--- config.mk ---
export PLATFORM = sky130hd
export DESIGN_NAME = scan_frame_engine_flat
export DESIGN_NICKNAME = d
export VERILOG_FILES = /design/src/rtl/scan_frame_engine_if.sv /design/src/rtl/scan_frame_engine.sv /design/src/flat_wrapper.sv
export SDC_FILE = /design/constraint.sdc
export NUM_CORES = 1
export LEC_CHECK = 0
export CAP_MARGIN = 25
export CORE_ASPECT_RATIO = 1.75
export CORE_MARGIN = 5
export CORE_UTILIZATION = 45
export DETAILED_ROUTE_END_ITERATION = 8
export GPL_ROUTABILITY_DRIVEN = 0
export GPL_TIMING_DRIVEN = 0
export PLACE_DENSITY = 0.72
export SLEW_MARGIN = 10
export SYNTH_ARGS = -nofsm -noshare
export SYNTH_HDL_FRONTEND = slang
export SYNTH_SLANG_ARGS = --single-unit
export TNS_END_PERCENT = 100
--- constraint.sdc ---
create_clock -name clk -period 1.9 [get_ports clk]
set_input_delay 0.38 -clock clk [delete_from_list [all_inputs] [get_ports clk]]
set_output_delay 0.38 -clock clk [all_outputs]
set_load 0.005 [all_outputs]
--- src/rtl/scan_frame_engine_if.sv ---
// Host and scan-chain signal bundle for scan_frame_engine.
//   slave  : engine side (host request and scan_data_in in; controls and status out)
//   master : host/chain side (mirror image of slave)
// Host request  : active_select, in_data, mode, start, ws_cfg, half_period
// Host response : busy, out_valid, out_data, frame_cnt, sel_err
// Scan chain    : scan_clk_out, scan_data_out, scan_select, scan_latch_en, scan_data_in
interface scan_frame_engine_if #(
    parameter int unsigned NUM_IOS = 8,
    parameter int unsigned SEL_W   = 9,
    parameter int unsigned WS_W    = 8,
    parameter int unsigned HALF_W  = 4
);
    logic [SEL_W-1:0]   active_select;
    logic [NUM_IOS-1:0] in_data;
    logic               mode;
    logic               start;
    logic [WS_W-1:0]    ws_cfg;
    logic [HALF_W-1:0]  half_period;

    logic               busy;
    logic               out_valid;
    logic [NUM_IOS-1:0] out_data;
    logic [15:0]        frame_cnt;
    logic               sel_err;

    logic               scan_clk_out;
    logic               scan_data_out;
    logic               scan_select;
    logic               scan_latch_en;
    logic               scan_data_in;

    modport slave (
        input  active_select, in_data, mode, start, ws_cfg, half_period, scan_data_in,
        output busy, out_valid, out_data, frame_cnt, sel_err,
        output scan_clk_out, scan_data_out, scan_select, scan_latch_en
    );

    modport master (
        output active_select, in_data, mode, start, ws_cfg, half_period, scan_data_in,
        input  busy, out_valid, out_data, frame_cnt, sel_err,
        input  scan_clk_out, scan_data_out, scan_select, scan_latch_en
    );
endinterface

--- src/rtl/scan_frame_engine.sv ---
// Internal scan-chain driver: shifts one NUM_IOS-bit word into the selected design of a
// daisy-chained design chain, latches it, parallel-loads all design outputs and shifts
// back just far enough to capture the selected design's output word.
// Ports:
//   clk      : sole clock, posedge
//   reset_n  : asynchronous active-low reset
//   bus      : scan_frame_engine_if.slave (host request/response and scan-chain controls)
module scan_frame_engine #(
    parameter int unsigned NUM_DESIGNS = 498,
    parameter int unsigned NUM_IOS     = 8,
    parameter int unsigned SEL_W       = 9,
    parameter int unsigned WS_W        = 8,
    parameter int unsigned HALF_W      = 4
) (
    input logic               clk,
    input logic               reset_n,
    scan_frame_engine_if.slave bus
);
    localparam int unsigned      STEP_W        = $clog2(NUM_DESIGNS * NUM_IOS + 1);
    localparam logic [SEL_W:0]   NumDesignsExt = NUM_DESIGNS[SEL_W:0];
    localparam logic [STEP_W-1:0] DesignsStep  = NUM_DESIGNS[STEP_W-1:0];
    localparam logic [STEP_W-1:0] IosStep      = NUM_IOS[STEP_W-1:0];

    typedef enum logic [3:0] {
        StIdle, StInLo, StInHi, StLatchWait, StLatch, StLoadPre,
        StLoadHi, StLoadPost, StOutLo, StOutHi, StCapWait, StDone
    } state_e;

    state_e             state_q, state_d;
    logic [SEL_W-1:0]   sel_q, sel_d;
    logic [NUM_IOS-1:0] din_q, din_d;
    logic [WS_W-1:0]    ws_q, ws_d;
    logic [HALF_W-1:0]  half_q, half_d;
    logic [HALF_W-1:0]  phase_q, phase_d;
    logic [WS_W-1:0]    wait_q, wait_d;
    logic [STEP_W-1:0]  step_q, step_d;
    logic [NUM_IOS-1:0] cap_q, cap_d;
    logic [NUM_IOS-1:0] out_data_q, out_data_d;
    logic [15:0]        frame_cnt_q, frame_cnt_d;
    logic               sel_err_q, sel_err_d;
    logic               scan_clk_q, scan_clk_d;
    logic               scan_data_q, scan_data_d;
    logic               scan_sel_q, scan_sel_d;
    logic               scan_latch_q, scan_latch_d;

    logic               go, sel_ok, phase_end, wait_end, last_step;
    logic [STEP_W-1:0]  in_steps, out_steps;

    assign go        = bus.start | bus.mode;
    assign sel_ok    = {1'b0, bus.active_select} < NumDesignsExt;
    assign phase_end = (phase_q == half_q);
    assign wait_end  = (wait_q == ws_q);
    assign last_step = (step_q == STEP_W'(1));
    // The word must pass through sel designs ahead of the target; on the way back the
    // target sits behind NUM_DESIGNS-sel-1 designs plus its own word.
    assign in_steps  = (STEP_W'(bus.active_select) + STEP_W'(1)) * IosStep;
    assign out_steps = (DesignsStep - STEP_W'(sel_q)) * IosStep;

    always_comb begin
        state_d     = state_q;
        sel_d       = sel_q;
        din_d       = din_q;
        ws_d        = ws_q;
        half_d      = half_q;
        phase_d     = '0;
        wait_d      = '0;
        step_d      = step_q;
        cap_d       = cap_q;
        out_data_d  = out_data_q;
        frame_cnt_d = frame_cnt_q;
        sel_err_d   = sel_err_q;

        unique case (state_q)
            StIdle: begin
                if (go) begin
                    if (sel_ok) begin
                        sel_d     = bus.active_select;
                        din_d     = bus.in_data;
                        ws_d      = bus.ws_cfg;
                        half_d    = bus.half_period;
                        step_d    = in_steps;
                        sel_err_d = 1'b0;
                        state_d   = StInLo;
                    end else begin
                        sel_err_d = 1'b1;
                    end
                end
            end
            StInLo: begin
                if (phase_end) state_d = StInHi;
                else           phase_d = phase_q + 1'b1;
            end
            StInHi: begin
                if (phase_end) begin
                    // Zero fill makes the trailing sel*NUM_IOS steps drive 0.
                    din_d   = {din_q[NUM_IOS-2:0], 1'b0};
                    step_d  = step_q - 1'b1;
                    state_d = last_step ? StLatchWait : StInLo;
                end else begin
                    phase_d = phase_q + 1'b1;
                end
            end
            StLatchWait: begin
                if (wait_end) state_d = StLatch;
                else          wait_d  = wait_q + 1'b1;
            end
            StLatch: state_d = StLoadPre;
            StLoadPre: begin
                if (wait_end) state_d = StLoadHi;
                else          wait_d  = wait_q + 1'b1;
            end
            StLoadHi: begin
                if (phase_end) state_d = StLoadPost;
                else           phase_d = phase_q + 1'b1;
            end
            StLoadPost: begin
                if (wait_end) begin
                    step_d  = out_steps;
                    state_d = StOutLo;
                end else begin
                    wait_d = wait_q + 1'b1;
                end
            end
            StOutLo: begin
                if (phase_end) begin
                    // Tail has had the whole low phase to settle since the last rise.
                    cap_d   = {cap_q[NUM_IOS-2:0], bus.scan_data_in};
                    state_d = StOutHi;
                end else begin
                    phase_d = phase_q + 1'b1;
                end
            end
            StOutHi: begin
                if (phase_end) begin
                    step_d  = step_q - 1'b1;
                    state_d = last_step ? StCapWait : StOutLo;
                end else begin
                    phase_d = phase_q + 1'b1;
                end
            end
            StCapWait: begin
                if (wait_end) begin
                    out_data_d  = cap_q;
                    frame_cnt_d = frame_cnt_q + 16'd1;
                    state_d     = StDone;
                end else begin
                    wait_d = wait_q + 1'b1;
                end
            end
            StDone:  state_d = StIdle;
            default: state_d = StIdle;
        endcase
    end

    // Chain controls are registered decodes of the current state (one cycle lag).
    always_comb begin
        scan_clk_d   = (state_q == StInHi) || (state_q == StLoadHi) || (state_q == StOutHi);
        scan_sel_d   = (state_q == StLoadPre) || (state_q == StLoadHi) || (state_q == StLoadPost);
        scan_latch_d = (state_q == StLatch);
        scan_data_d  = (state_q == StInLo) ? din_q[NUM_IOS-1] : scan_data_q;
    end

    always_ff @(posedge clk or negedge reset_n) begin
        if (!reset_n) begin
            state_q      <= StIdle;
            sel_q        <= '0;
            din_q        <= '0;
            ws_q         <= '0;
            half_q       <= '0;
            phase_q      <= '0;
            wait_q       <= '0;
            step_q       <= '0;
            cap_q        <= '0;
            out_data_q   <= '0;
            frame_cnt_q  <= '0;
            sel_err_q    <= 1'b0;
            scan_clk_q   <= 1'b0;
            scan_data_q  <= 1'b0;
            scan_sel_q   <= 1'b0;
            scan_latch_q <= 1'b0;
        end else begin
            state_q      <= state_d;
            sel_q        <= sel_d;
            din_q        <= din_d;
            ws_q         <= ws_d;
            half_q       <= half_d;
            phase_q      <= phase_d;
            wait_q       <= wait_d;
            step_q       <= step_d;
            cap_q        <= cap_d;
            out_data_q   <= out_data_d;
            frame_cnt_q  <= frame_cnt_d;
            sel_err_q    <= sel_err_d;
            scan_clk_q   <= scan_clk_d;
            scan_data_q  <= scan_data_d;
            scan_sel_q   <= scan_sel_d;
            scan_latch_q <= scan_latch_d;
        end
    end

    assign bus.busy          = (state_q != StIdle);
    assign bus.out_valid     = (state_q == StDone);
    assign bus.out_data      = out_data_q;
    assign bus.frame_cnt     = frame_cnt_q;
    assign bus.sel_err       = sel_err_q;
    assign bus.scan_clk_out  = scan_clk_q;
    assign bus.scan_data_out = scan_data_q;
    assign bus.scan_select   = scan_sel_q;
    assign bus.scan_latch_en = scan_latch_q;
endmodule

--- src/flat_wrapper.sv ---
// flat-port wrapper written by rule: the top's interface ports become plain ports
module scan_frame_engine_flat 
#(
    parameter int unsigned NUM_DESIGNS = 498,
    parameter int unsigned NUM_IOS     = 8,
    parameter int unsigned SEL_W       = 9,
    parameter int unsigned WS_W        = 8,
    parameter int unsigned HALF_W      = 4
)
  (clk, reset_n, bus_active_select, bus_in_data, bus_mode, bus_start, bus_ws_cfg, bus_half_period, bus_scan_data_in, bus_busy, bus_out_valid, bus_out_data, bus_frame_cnt, bus_sel_err, bus_scan_clk_out, bus_scan_data_out, bus_scan_select, bus_scan_latch_en);
  scan_frame_engine_if #(.NUM_IOS(NUM_IOS), .SEL_W(SEL_W), .WS_W(WS_W), .HALF_W(HALF_W)) bus_i ();
  input logic clk;
  input logic reset_n;
  input wire logic [$bits(bus_i.active_select)-1:0] bus_active_select;
  input wire logic [$bits(bus_i.in_data)-1:0] bus_in_data;
  input wire logic [$bits(bus_i.mode)-1:0] bus_mode;
  input wire logic [$bits(bus_i.start)-1:0] bus_start;
  input wire logic [$bits(bus_i.ws_cfg)-1:0] bus_ws_cfg;
  input wire logic [$bits(bus_i.half_period)-1:0] bus_half_period;
  input wire logic [$bits(bus_i.scan_data_in)-1:0] bus_scan_data_in;
  output wire logic [$bits(bus_i.busy)-1:0] bus_busy;
  output wire logic [$bits(bus_i.out_valid)-1:0] bus_out_valid;
  output wire logic [$bits(bus_i.out_data)-1:0] bus_out_data;
  output wire logic [$bits(bus_i.frame_cnt)-1:0] bus_frame_cnt;
  output wire logic [$bits(bus_i.sel_err)-1:0] bus_sel_err;
  output wire logic [$bits(bus_i.scan_clk_out)-1:0] bus_scan_clk_out;
  output wire logic [$bits(bus_i.scan_data_out)-1:0] bus_scan_data_out;
  output wire logic [$bits(bus_i.scan_select)-1:0] bus_scan_select;
  output wire logic [$bits(bus_i.scan_latch_en)-1:0] bus_scan_latch_en;
  assign bus_i.active_select = bus_active_select;
  assign bus_i.in_data = bus_in_data;
  assign bus_i.mode = bus_mode;
  assign bus_i.start = bus_start;
  assign bus_i.ws_cfg = bus_ws_cfg;
  assign bus_i.half_period = bus_half_period;
  assign bus_i.scan_data_in = bus_scan_data_in;
  assign bus_busy = bus_i.busy;
  assign bus_out_valid = bus_i.out_valid;
  assign bus_out_data = bus_i.out_data;
  assign bus_frame_cnt = bus_i.frame_cnt;
  assign bus_sel_err = bus_i.sel_err;
  assign bus_scan_clk_out = bus_i.scan_clk_out;
  assign bus_scan_data_out = bus_i.scan_data_out;
  assign bus_scan_select = bus_i.scan_select;
  assign bus_scan_latch_en = bus_i.scan_latch_en;
  scan_frame_engine #(.NUM_DESIGNS(NUM_DESIGNS), .NUM_IOS(NUM_IOS), .SEL_W(SEL_W), .WS_W(WS_W), .HALF_W(HALF_W)) u_core (.clk(clk), .reset_n(reset_n), .bus(bus_i));
endmodule
==> key figures, run 1 <==
Status
  • Status: complete, but fails checks
  • Failing checks: setup timing

Place
  • Pre-CTS setup slack: -0.584 ns
  • Port bufs: 64
  • Post-DP HPWL: roughly 7600 um

Timing
  • Final setup fails: 45
  • Unrepaired setup endpoints after global routing: true
  • Max frequency: approximately 0.48 GHz
  • Tmin final: 2.10 ns
  • Fin crit share: 1.11
  • Fin. Hold Viols: 0
  • Max Slew Vio Count: 0
  • Worst clock skew: 0.00850 ns
  • PnR worst setup slack: -0.205 ns
  • Slew headroom: 0.619
  • Worst-Margin Slew: about 0.57 ns

Run
  • Max-cap violations: 0

Setup path
  • Register-to-Register Path Depth: 8
  • Max FO, Critical Path: 5
  • R2r setup slk: -0.20 ns
  • CP delay by family, top: compound AO/OA/AOI/OAI gates
  • Startpoint types: flip-flop
  • Crit path buffers/inverters: 2
  • CP max stage cell: dfrtp_1
  • Critical Path, Cell by Cell: xor2_1, nor4_4, buf_4, nand2_2, a221o_2, buf_6, o21ai_2, o21ai_1
  • Worst Path Class, Setup: reg2reg
  • Critical path endpoint category: flip-flop
  • Worst Path Arrival: 2.32 ns
  • Worst path required time: 2.12 ns
  • Critical R2R Capture: u_core.step_q[11]
  • R2R Path Start: u_core.phase_q[2]
  • Crit. path cell count: 8
  • CP max stage delay: approximately 0.42 ns

GRT
  • Total congestion overflow: 0
  • All-Layer GR Usage: 0.181
  • First-pass GRT wire length: 18000 um
  • Initial antenna violation count: 0
  • Pin count of the biggest net entering global routing: 60
  • Vias in the first global route: around 3900

Synth
  • Mapped Nets: 490
  • Sequential share of the synthesized area: 0.509
  • Post-Syn Instances: 449
  • Post-synthesis adder-cell area fraction: 0.0190
  • Library cells used by synthesis: 46
  • Synth Area in XOR/XNOR: 0.0948
  • Synth Flop Type: dfrtp_1
  • Multiplexer share of the synthesized area: 0.0810
  • Yosys top cell area share: 0.509
  • Yosys reg bits: 94
  • Fraction of registers with async set/reset: 1.00
  • Synth Cell Area: between 4000 and 5000 um^2
  • Synth Area in Compound Gates: 0.0913
  • Most frequent cell after synthesis: dfrtp_1
  • Syn Area/Cell: 10.3 um^2
  • Synth top area cells: dfrtp_1, mux2_2, xnor2_1
  • Yosys warnings: 0
  • Largest family of logic cells by synthesized area: simple AND/OR/NAND/NOR gates
  • Synth area leader: dfrtp_1
  • EDFF count, synth: 0
  • Post-synthesis simple-gate area fraction: 0.181
  • Synth top cells by count: dfrtp_1, nand2_1, nor2_1

Clocking
  • Inserted Clock Buffers: 9
  • # clock sinks: 94
  • Worst skew pair latency: 0.34 ns
  • Clock buffer depth: 2
  • H-tree level count: 3
  • Clock Pin Slew Worst Setup and Hold Paths: around 0.070 ns
  • # hold bufs at CTS: 0
  • Clock root buffer: clkbuf_16
  • CTS tree: done

Drt
  • Wire length per cell: 16.9 um
  • Post-Route WL: 11800 um
  • Drt drc: 0
  • Vias/cell: 5.52
  • Initial DRC count: 247
  • First-pass iteration count of the detailed router: 4
  • DRT antenna net count: 0
  • Via Count: about 3900

Floorplanning
  • Cell Rows: 49
  • Die height: around 140 um
  • IO Count: 65
  • Starting Density: 0.454
  • Core area: between 10000 and 15000 um^2
  • Die width: 86.6 um
  • Die ar.: 12500 um^2

Pwr
  • Final Power: just over 4 mW
  • VDD IR-drop max: 0.437 mV
  • Pleak: roughly 3.1 nW
  • Pwr Density: roughly 600 nW/um^2

Min path
  • Type of the worst min-delay path: in2async

Layout
  • Area grow syn2layout: 41.6%
  • Layout cells sized above 1: 0.299
  • Layout Nets: approximately 610
  • N_diodes: 0
  • Final core utilization: 0.642
## routing by layer
| layer | vias up | wire length (um) | global-route usage |
|---|---|---|---|
| met4 | 0 | 395 | 0.101 |
| met5 | - | 0 | 0 |
| met3 | 28 | 419 | 0.0285 |
| li1 | 1798 | - | - |
| met1 | 1934 | 4390 | 0.201 |
| met2 | 100 | 6630 | 0.326 |
## power by group
part,switching (mW),internal (mW)
sequential,0.0175,2.01
combinational,0.0869,0.0862
clock,0.799,1.04
total,0.904,3.14
## timing repair
item,4_1_cts,5_1_grt
pin swaps,18,40
resized for setup,69,69
hold endpoints to repair,0,0
cloned,1,3
buffers inserted,27,15
endpoints found under the setup margin,78,71
## worst reg2reg max path, cell delays in order, from the launching register on
cell     delay (ns)
dfrtp_1        0.42
xor2_1         0.21
nor4_4         0.27
buf_4          0.21
nand2_2        0.08
a221o_2        0.42
buf_6          0.16
o21ai_2        0.13
o21ai_1        0.09
## how the worst max path moves through the flow
| stage | startpoint | to | slack [ns] |
|---|---|---|---|
| final | u_core.phase_q[2] | u_core.step_q[11] | -0.20 |
| after global routing | u_core.state_q[2] | u_core.step_q[11] | -0.25 |
| after detailed placement | bus_active_select[4] | u_core.din_q[6] | -0.58 |
| after global placement | reset_n | u_core.half_q[0] | -3.01 |
| after CTS | u_core.wait_q[2] | u_core.state_q[1] | -0.14 |
| after floorplan | u_core.state_q[0] | u_core.step_q[7] | -0.07 |
## flip-flops by register name, indices dropped and copies added, names as in the netlist, 4 cells and up
| name | cells |
|---|---|
| u_core.bus.frame_cnt | 16 |
| u_core.wait_q | 8 |
| u_core.state_q | 4 |
| u_core.cap_q | 8 |
| u_core.half_q | 4 |
| u_core.ws_q | 8 |
| u_core.phase_q | 4 |
| u_core.din_q | 8 |
| u_core.bus.out_data | 8 |
| u_core.step_q | 12 |
| u_core.sel_q | 9 |
## layout by cell type, fill, tap and decap left out, drive strengths merged, types with 3 or more instances in the layout
cell	netlist	final
or2	3	3
nand3	18	18
buf	11	57
a221oi	4	4
nor3	7	7
and3	13	13
clkdlybuf4s50	0	58
o21ai	34	34
xor2	17	17
mux2i	7	7
clkbuf	2	10
ha	7	7
nand4	9	9
o32ai	3	3
inv	8	11
nand2b	5	5
mux2	27	27
nor4	6	6
a21oi	13	13
nand2	66	66
nor2	41	41
xnor2	33	33
dfrtp	94	94
## cells by family after synthesis
group / after synthesis
AO/OA/AOI/OAI: 68
XOR/XNOR: 50
adder cells (fa/ha/maj): 7
buffers and inverters: 21
flip-flops: 94
multiplexers: 34
AND/OR/NAND/NOR: 175
## metrics by stage
| step | std cells | instance area (um^2) | TNS [ns] | hold slack [ns] |
|---|---|---|---|---|
| after floorplan | 449 | 4630 | -0.671 | 0.0844 |
| after global placement | 640 | 5430 | -305.70 | 0.462 |
| after detailed placement | 641 | 5450 | -25.94 | 0.382 |
| after CTS | 685 | 6220 | -2.58 | 0.0202 |
| after global routing | 699 | 6540 | -8.15 | 0.0468 |
| final | 699 | 6540 | -4.20 | 0.00148 |
## area by class of cell
type	count	area [um^2]
fill	808	3640
multi-input combinational	334	2500
sequential	94	2350
timing repair buffer	110	1090
clock buffer	9	225
tap	127	159
buffer	10	103
clock inverter	7	80.1
inverter	8	30.0
(Power assumes the default switching activity.)
==> run 2, diff against run 1 <==
Settings changed: CTS_CLUSTER_DIAMETER set to 120.
==> results of run 2 <==
Final layout, timing and power as in run 1 (identical DEF).
